**src/rtl/hazard_pkg.sv**
```systemverilog
// Shared encodings for the pipeline hazard controller: PC source selects,
// redirect-deferral state and default widths.
package hazard_pkg;

  localparam int unsigned REG_ADDR_W_DEF = 5;
  localparam int unsigned CNT_W_DEF      = 32;

  localparam logic [1:0] PC_SEL_SEQ  = 2'b00;
  localparam logic [1:0] PC_SEL_JAL  = 2'b01;
  localparam logic [1:0] PC_SEL_EXR  = 2'b10;
  localparam logic [1:0] PC_SEL_HOLD = 2'b11;

  typedef enum logic {
    RUN  = 1'b0,
    PEND = 1'b1
  } redir_state_t;

endpackage

```
**src/rtl/hazard_sat_cnt.sv**
```systemverilog
// Saturating event counter: counts enabled cycles, sticks at all-ones.
module hazard_sat_cnt #(
  parameter int unsigned W = 32
) (
  input  logic         clk,
  input  logic         rst,
  input  logic         i_en,
  output logic [W-1:0] o_cnt
);

  logic [W-1:0] r_cnt;

  always_ff @(posedge clk or posedge rst) begin
    if (rst)
      r_cnt <= '0;
    else if (i_en && (r_cnt != '1))
      r_cnt <= r_cnt + {{(W-1){1'b0}}, 1'b1};
  end

  assign o_cnt = r_cnt;

endmodule

```
**src/rtl/hazard_ctrl.sv**
```systemverilog
// Pipeline sequencing controller: load-use stalls, cache-miss freezing and
// redirect deferral across I-cache misses. Perf counters under HAZARD_PERF_CNT_EN.
module hazard_ctrl
  import hazard_pkg::*;
#(
  parameter int unsigned REG_ADDR_W = REG_ADDR_W_DEF,
  parameter int unsigned CNT_W      = CNT_W_DEF
) (
  input  logic                  clk,
  input  logic                  rst,
  input  logic [REG_ADDR_W-1:0] id_rs1,
  input  logic [REG_ADDR_W-1:0] id_rs2,
  input  logic                  id_use_rs1,
  input  logic                  id_use_rs2,
  input  logic [REG_ADDR_W-1:0] id_rd,
  input  logic                  id_memread,
  input  logic                  id_jal,
  input  logic                  ex_redirect,
  input  logic                  icache_stall,
  input  logic                  dcache_stall,
  output logic                  pc_we,
  output logic [1:0]            pc_sel,
  output logic                  redir_hold_we,
  output logic                  ifid_we,
  output logic                  idex_we,
  output logic                  exmem_we,
  output logic                  memwb_we,
  output logic                  ifid_flush,
  output logic                  idex_bubble,
  output logic [CNT_W-1:0]      cnt_lu,
  output logic [CNT_W-1:0]      cnt_imiss,
  output logic [CNT_W-1:0]      cnt_dmiss
);

  redir_state_t          r_state, w_state_nxt;
  logic                  r_ex_memread_q;
  logic [REG_ADDR_W-1:0] r_ex_rd_q;
  logic                  w_load_use;

  assign w_load_use = r_ex_memread_q && (r_ex_rd_q != '0) &&
                      ((id_use_rs1 && (id_rs1 == r_ex_rd_q)) ||
                       (id_use_rs2 && (id_rs2 == r_ex_rd_q)));

  always_ff @(posedge clk or posedge rst) begin
    if (rst) begin
      r_state        <= RUN;
      r_ex_memread_q <= 1'b0;
      r_ex_rd_q      <= '0;
    end else begin
      r_state <= w_state_nxt;
      // Shadow of the ID/EX load info; a bubble never carries a load.
      if (idex_we) begin
        r_ex_memread_q <= id_memread & ~idex_bubble;
        r_ex_rd_q      <= id_rd;
      end
    end
  end

  always_comb begin
    pc_we         = 1'b0;
    pc_sel        = PC_SEL_SEQ;
    redir_hold_we = 1'b0;
    ifid_we       = 1'b0;
    idex_we       = 1'b0;
    exmem_we      = 1'b0;
    memwb_we      = 1'b0;
    ifid_flush    = 1'b0;
    idex_bubble   = 1'b0;
    w_state_nxt   = r_state;
    if (rst) begin
      w_state_nxt = RUN;
    end else if (dcache_stall) begin
      // Whole pipe frozen; an EX redirect is seen again once the stall ends.
      w_state_nxt = r_state;
    end else if (icache_stall) begin
      idex_we     = 1'b1;
      idex_bubble = 1'b1;
      exmem_we    = 1'b1;
      memwb_we    = 1'b1;
      if (ex_redirect) begin
        redir_hold_we = 1'b1;
        w_state_nxt   = PEND;
      end
    end else if (r_state == PEND) begin
      pc_we       = 1'b1;
      pc_sel      = PC_SEL_HOLD;
      ifid_we     = 1'b1;
      idex_we     = 1'b1;
      exmem_we    = 1'b1;
      memwb_we    = 1'b1;
      ifid_flush  = 1'b1;
      idex_bubble = 1'b1;
      w_state_nxt = RUN;
    end else if (ex_redirect) begin
      pc_we       = 1'b1;
      pc_sel      = PC_SEL_EXR;
      ifid_we     = 1'b1;
      idex_we     = 1'b1;
      exmem_we    = 1'b1;
      memwb_we    = 1'b1;
      ifid_flush  = 1'b1;
      idex_bubble = 1'b1;
    end else if (w_load_use) begin
      idex_we     = 1'b1;
      idex_bubble = 1'b1;
      exmem_we    = 1'b1;
      memwb_we    = 1'b1;
    end else if (id_jal) begin
      pc_we      = 1'b1;
      pc_sel     = PC_SEL_JAL;
      ifid_we    = 1'b1;
      idex_we    = 1'b1;
      exmem_we   = 1'b1;
      memwb_we   = 1'b1;
      ifid_flush = 1'b1;
    end else begin
      pc_we    = 1'b1;
      ifid_we  = 1'b1;
      idex_we  = 1'b1;
      exmem_we = 1'b1;
      memwb_we = 1'b1;
    end
  end

`ifdef HAZARD_PERF_CNT_EN
  logic w_rule_dmiss, w_rule_imiss, w_rule_lu;

  always_comb begin
    w_rule_dmiss = ~rst & dcache_stall;
    w_rule_imiss = ~rst & ~dcache_stall & icache_stall;
    w_rule_lu    = ~rst & ~dcache_stall & ~icache_stall & (r_state == RUN) &
                   ~ex_redirect & w_load_use;
  end

  hazard_sat_cnt #(.W(CNT_W)) u_cnt_lu (
    .clk(clk), .rst(rst), .i_en(w_rule_lu), .o_cnt(cnt_lu)
  );
  hazard_sat_cnt #(.W(CNT_W)) u_cnt_imiss (
    .clk(clk), .rst(rst), .i_en(w_rule_imiss), .o_cnt(cnt_imiss)
  );
  hazard_sat_cnt #(.W(CNT_W)) u_cnt_dmiss (
    .clk(clk), .rst(rst), .i_en(w_rule_dmiss), .o_cnt(cnt_dmiss)
  );
`else
  assign cnt_lu    = {CNT_W{1'b0}};
  assign cnt_imiss = {CNT_W{1'b0}};
  assign cnt_dmiss = {CNT_W{1'b0}};
`endif

endmodule

```
**config.mk**
```make
export PLATFORM = sky130hd
export DESIGN_NAME = hazard_ctrl
export DESIGN_NICKNAME = d
export VERILOG_FILES = /design/src/rtl/hazard_pkg.sv /design/src/rtl/hazard_sat_cnt.sv /design/src/rtl/hazard_ctrl.sv
export SDC_FILE = /design/constraint.sdc
export NUM_CORES = 1
export LEC_CHECK = 0
export CORE_UTILIZATION = 32
export DETAILED_ROUTE_END_ITERATION = 8
export GPL_TIMING_DRIVEN = 0
export PLACE_DENSITY = 0.89
export SYNTH_ARGS = -nofsm -noshare
export SYNTH_HDL_FRONTEND = slang
export SYNTH_SLANG_ARGS = --single-unit
```
**constraint.sdc**
```tcl
create_clock -name clk -period 6.15 [get_ports clk]
set_clock_uncertainty 0.1 [all_clocks]
set_input_delay 1.23 -clock clk [delete_from_list [all_inputs] [get_ports clk]]
set_output_delay 1.23 -clock clk [all_outputs]
set_load 0.02 [all_outputs]
```
# Yosys cells after proc, flatten, opt, wreduce, memory -nomap -nowiden
# Index checks and enable logic that the tools add are counted.
# word_totals
ff_bits	7
wordCells	52
# op_classes
eq_ne	4
mux	36
bitwise	2
n_reduce_logical	7
# ops
operator	count
$mux 1	31
$eq 5x5->1	2
$mux 2	5
$reduce_bool 5->1	1
$logic_and 1x1->1	4
$ne 3x3->1 const B	1
$ne 2x2->1 const B	1
$reduce_and 2->1	1
$and 1x1->1	1
$logic_or 1x1->1	1
$not 1->1	1

# Logic depth before layout (Yosys ltp)
# depth
word_depth	12
depth_mapped	6
depth_no_buf	5

# Worst setup path after synthesis
# OpenSTA, ideal clock, no wires.
# synth_timing
kind	input to output
start	in rst
end	out redir_hold_we
t_arrival_ps	2240
path_slack_ps	2580
cell_stages	2
path_buffers	0
path_cell_list	nor2_1 > and3_1
# synth_between
elab_chain_len	1
# synth_lines
element	line	rtl
start, declared	hazard_ctrl.sv:10	input logic rst,
$mux 1	hazard_ctrl.sv:70	if (rst) begin
end, declared	hazard_ctrl.sv:23	output logic redir_hold_we,
# Every way passes these cells.

# Worst setup path after layout
# Same ends and word-level chain as after synthesis.

==> results.txt <==
----------------------------------------------------
[Critical path]
  Required time worst endpoint ... 4.82 ns
  Crit path capture type ... output port
  Crit start category ... input port
  Highest fanout seen on the critical path ... 11
  Setup slack on the worst flop-to-flop path ... 4.48 ns
  Critical setup path kind ... input port to output port
  Depth of the worst register-to-register path ... 4
  Endpoint of the worst-slack reg-to-reg timing path ... r_ex_memread_q
  FF-to-FF Start ... r_ex_rd_q[0]
  Worst Path Arrival ... 3.16 ns

[Global routing]
  Vias in the first global route ... 827
  Global-route wire length before repair ... 3.46 mm
  Total track usage ... 10.4%
  Number of antenna violations at the first check in global routing ... 0
  Largest net degree at the start of global routing ... 12
  Global-route congestion overflow total ... 0

[Yosys]
  Gate Count Post-Synth ... 151
  Total of warnings raised by yosys ... 0
  Share of the synthesized area in the top cell type ... 59.5%
  Register bit count reported by yosys ... 7
  Adder and majority gate portion of the synthesized area ... 0%
  Post-synth cell types ... 23
  Synthesized area per cell ... 8.27 sq um
  Largest cells by area after synthesis ... sky130_fd_sc_hd__buf_4, sky130_fd_sc_hd__dfrtp_1, sky130_fd_sc_hd__xnor2_1, sky130_fd_sc_hd__mux2_2, sky130_fd_sc_hd__o21a_1
  Post-Synthesis Cell Area ... 1250 sq um
  Compound-cell area share of the yosys netlist ... 7.11%
  Dominant cell type by area after synthesis ... sky130_fd_sc_hd__buf_4
  Sequential cell area fraction in the yosys report ... 14.0%
  Multiplexer share of the synthesized area ... 4.51%
  Share of synthesized cell area in and, or, nand and nor gates ... 6.91%
  Post-synthesis share of cell area spent on xor and xnor gates ... 7.01%
  Main combinational cell family by area after synthesis ... buffers and inverters

[Timing]
  Setup TNS ... 0 ns
  # setup viols final ... 0
  Relative max-transition margin ... 50.9%
  Max-slew violation count ... 0
  Setup repair after global routing missed its margin ... false
  Actual slew at the worst max-slew pin ... 0.733 ns
  Crit share post-route ... 73.0%
  Clock period minus worst slack ... 4.49 ns
  Final hold viol count ... 0
  Achievable clock frequency ... 223 MHz

[Power]
  Leak Pwr ... 1.19 nW
  Power density over cell area ... 137 nW/um^2
  Largest voltage drop on the vdd net ... 212 uV
  Overall power ... 0.279 mW

[Die]
  Standard-cell row count ... 22
  Horizontal die dimension ... 64.5 microns
  Height of the chip ... 64.5 microns
  Floorplan die area ... 4160 sq um
  # IOs ... 130
  Starting utilization of the core area ... 33.9%
  Core box area ... 3690 sq um

[Status]
  Run status ... complete, no violations

[Finish]
  Layout Nets ... 308
  Antenna Cells ... 0
  Post-synthesis to final-layout area growth ... 63.5%
  Ratio of cells with drive above 1 in the final layout ... 39.2%
  Total non-filler cell area in the finished layout ... 2040 sq um

[Clock network]
  Cell at the root of the clock tree ... sky130_fd_sc_hd__clkbuf_8
  Clk sinks ... 7
  Worst-path clk slew ... 0.04 ns
  CTS hold repair buffers ... 0
  TritonCTS clock tree ... built
  Level count of the clock H-tree ... 1
  Clock buffers created by TritonCTS ... 3
  Total setup buffers inserted after CTS ... 0
  Count of cells resized by post-cts repair ... 0
  Clock insertion delay at the later pin of the skew report ... 0.23 ns
  Bufs on Longest Clock Path ... 2

[Detailed routing]
  Length of routed met2 wiring ... 1.09 mm
  Top Layer Used ... met4
  Via count of the routed design ... 1,019
  Detail-routed net length per standard cell ... 6.53 microns
  DRT antenna net count ... 0
  Detailed Route Iter0 Violations ... 5
  Detail-routed via count per cell ... 3.08
  DRT Wirelength ... 2.16 mm
  Residual DRC ... 0
  Wire length the detailed router placed on met1 ... 735 microns
  Amount of wire on met3 after detailed routing ... 305 microns
  Drt pass-1 iters ... 3

[Hold path]
  Hold_sp ... r_ex_memread_q
  Instance count along the most critical hold path ... 2
  Path category of the worst min-delay check ... flip-flop to flip-flop
  End point of the worst hold path ... r_ex_memread_q

[Placed design]
  Cell area after placement ... 2000 sq um
  Final estimated routing congestion in global placement ... 0.736
  PortBufs ... 33
  Post-detail-place hpwl ... 2.05 mm

[Job]
  Number of max-capacitance violations reported ... 0

----------------------------------------------------
[critical path: stages]
cell and delay (ns):
sky130_fd_sc_hd__clkdlybuf4s50_1 0.47, sky130_fd_sc_hd__nor2_1 0.60, sky130_fd_sc_hd__and3_1 0.25, sky130_fd_sc_hd__clkdlybuf4s50_1 0.60
[state kept, by name, indices dropped and copies added, names as in the netlist]
register and cells:
r_state 1, r_ex_memread_q 1, r_ex_rd_q 5
[per-layer routing]
layer | GRT usage, % | vias up
li1 | - | 554
met1 | 11.0 | 392
met2 | 19.2 | 71
met3 | 2.29 | 2
met4 | 4.72 | 0
met5 | 0 | -
[Yosys cell counts]
cell type	instances
sky130_fd_sc_hd__buf_4	99
sky130_fd_sc_hd__xnor2_1	10
sky130_fd_sc_hd__dfrtp_1	7
sky130_fd_sc_hd__mux2_2	5
sky130_fd_sc_hd__a21oi_1	3
sky130_fd_sc_hd__nand2_1	3
sky130_fd_sc_hd__nor2_1	3
sky130_fd_sc_hd__o21a_1	3
sky130_fd_sc_hd__inv_1	2
sky130_fd_sc_hd__nand4_1	2
sky130_fd_sc_hd__nor3_1	2
sky130_fd_sc_hd__a21boi_2	1
sky130_fd_sc_hd__and2_4	1
sky130_fd_sc_hd__and3_1	1
sky130_fd_sc_hd__conb_1	1
sky130_fd_sc_hd__nand2b_1	1
sky130_fd_sc_hd__nor2b_1	1
sky130_fd_sc_hd__o21ai_0	1
sky130_fd_sc_hd__o22ai_1	1
sky130_fd_sc_hd__o31ai_1	1
sky130_fd_sc_hd__o31ai_4	1
sky130_fd_sc_hd__or3_1	1
sky130_fd_sc_hd__or4_1	1
[placed cells by master, fill, tap and decap left out, types with 2 or more instances in the layout]
cell type                         netlist  layout
sky130_fd_sc_hd__buf_4                 99      99
sky130_fd_sc_hd__conb_1                 1      96
sky130_fd_sc_hd__clkdlybuf4s50_1        0      33
sky130_fd_sc_hd__xnor2_1               10      10
sky130_fd_sc_hd__dfrtp_1                7       7
sky130_fd_sc_hd__mux2_2                 5       5
sky130_fd_sc_hd__nor2_1                 3       3
sky130_fd_sc_hd__nand2_1                3       3
sky130_fd_sc_hd__o21a_1                 3       3
sky130_fd_sc_hd__a21oi_1                3       3
sky130_fd_sc_hd__clkbuf_8               0       3
sky130_fd_sc_hd__nand4_1                2       2
sky130_fd_sc_hd__inv_1                  2       2
sky130_fd_sc_hd__nor3_1                 2       2
[cell type report]
| type | instances | area, sq um |
|---|---|---|
| Fill cell | 342 | 1650 |
| Buffer | 99 | 743 |
| Multi-Input combinational cell | 138 | 679 |
| Timing Repair Buffer | 33 | 330 |
| Sequential cell | 7 | 175 |
| Tap cell | 48 | 60.1 |
| Clock buffer | 3 | 41.3 |
| Inverter | 2 | 7.51 |
| Clock inverter | 1 | 5.00 |
[cells by family (layout without fill, tap and decap cells)]
group           after synthesis  after routing
buf+inv                     101            138
other cells                   1             96
xor+xnor                     10             10
flops                         7              7
compound gates               11             11
simple gates                 16             16
mux                           5              5
[power breakdown]
part | total (mW) | internal [mW] | switching [mW]
Combinational | 0.154 | 0.0753 | 0.0790
Clock | 0.0650 | 0.0439 | 0.0211
Sequential | 0.0594 | 0.0520 | 0.00743
Total | 0.279 | 0.171 | 0.108
[stage by stage]
step	util [%]	setup slack [ns]	hold WS, ns	cells
final	55.4	1.66	0.485	331
after floorplan	-	2.58	0.447	246
after global placement	54.1	1.67	0.463	327
after CTS	55.4	1.66	0.492	331
after detailed placement	54.1	1.66	0.483	327
after global routing	55.4	1.49	0.513	331
[worst max path at each step]
stage	start	endpoint	slack, ns	cells past startpoint
floorplan	rst	redir_hold_we	2.58	2
global placement	rst	redir_hold_we	1.67	4
detailed placement	id_rs1[2]	pc_we	1.66	8
CTS	rst	redir_hold_we	1.66	4
global route	rst	redir_hold_we	1.49	4
finish	rst	redir_hold_we	1.66	4
Power figures use the tool's default switching activity.
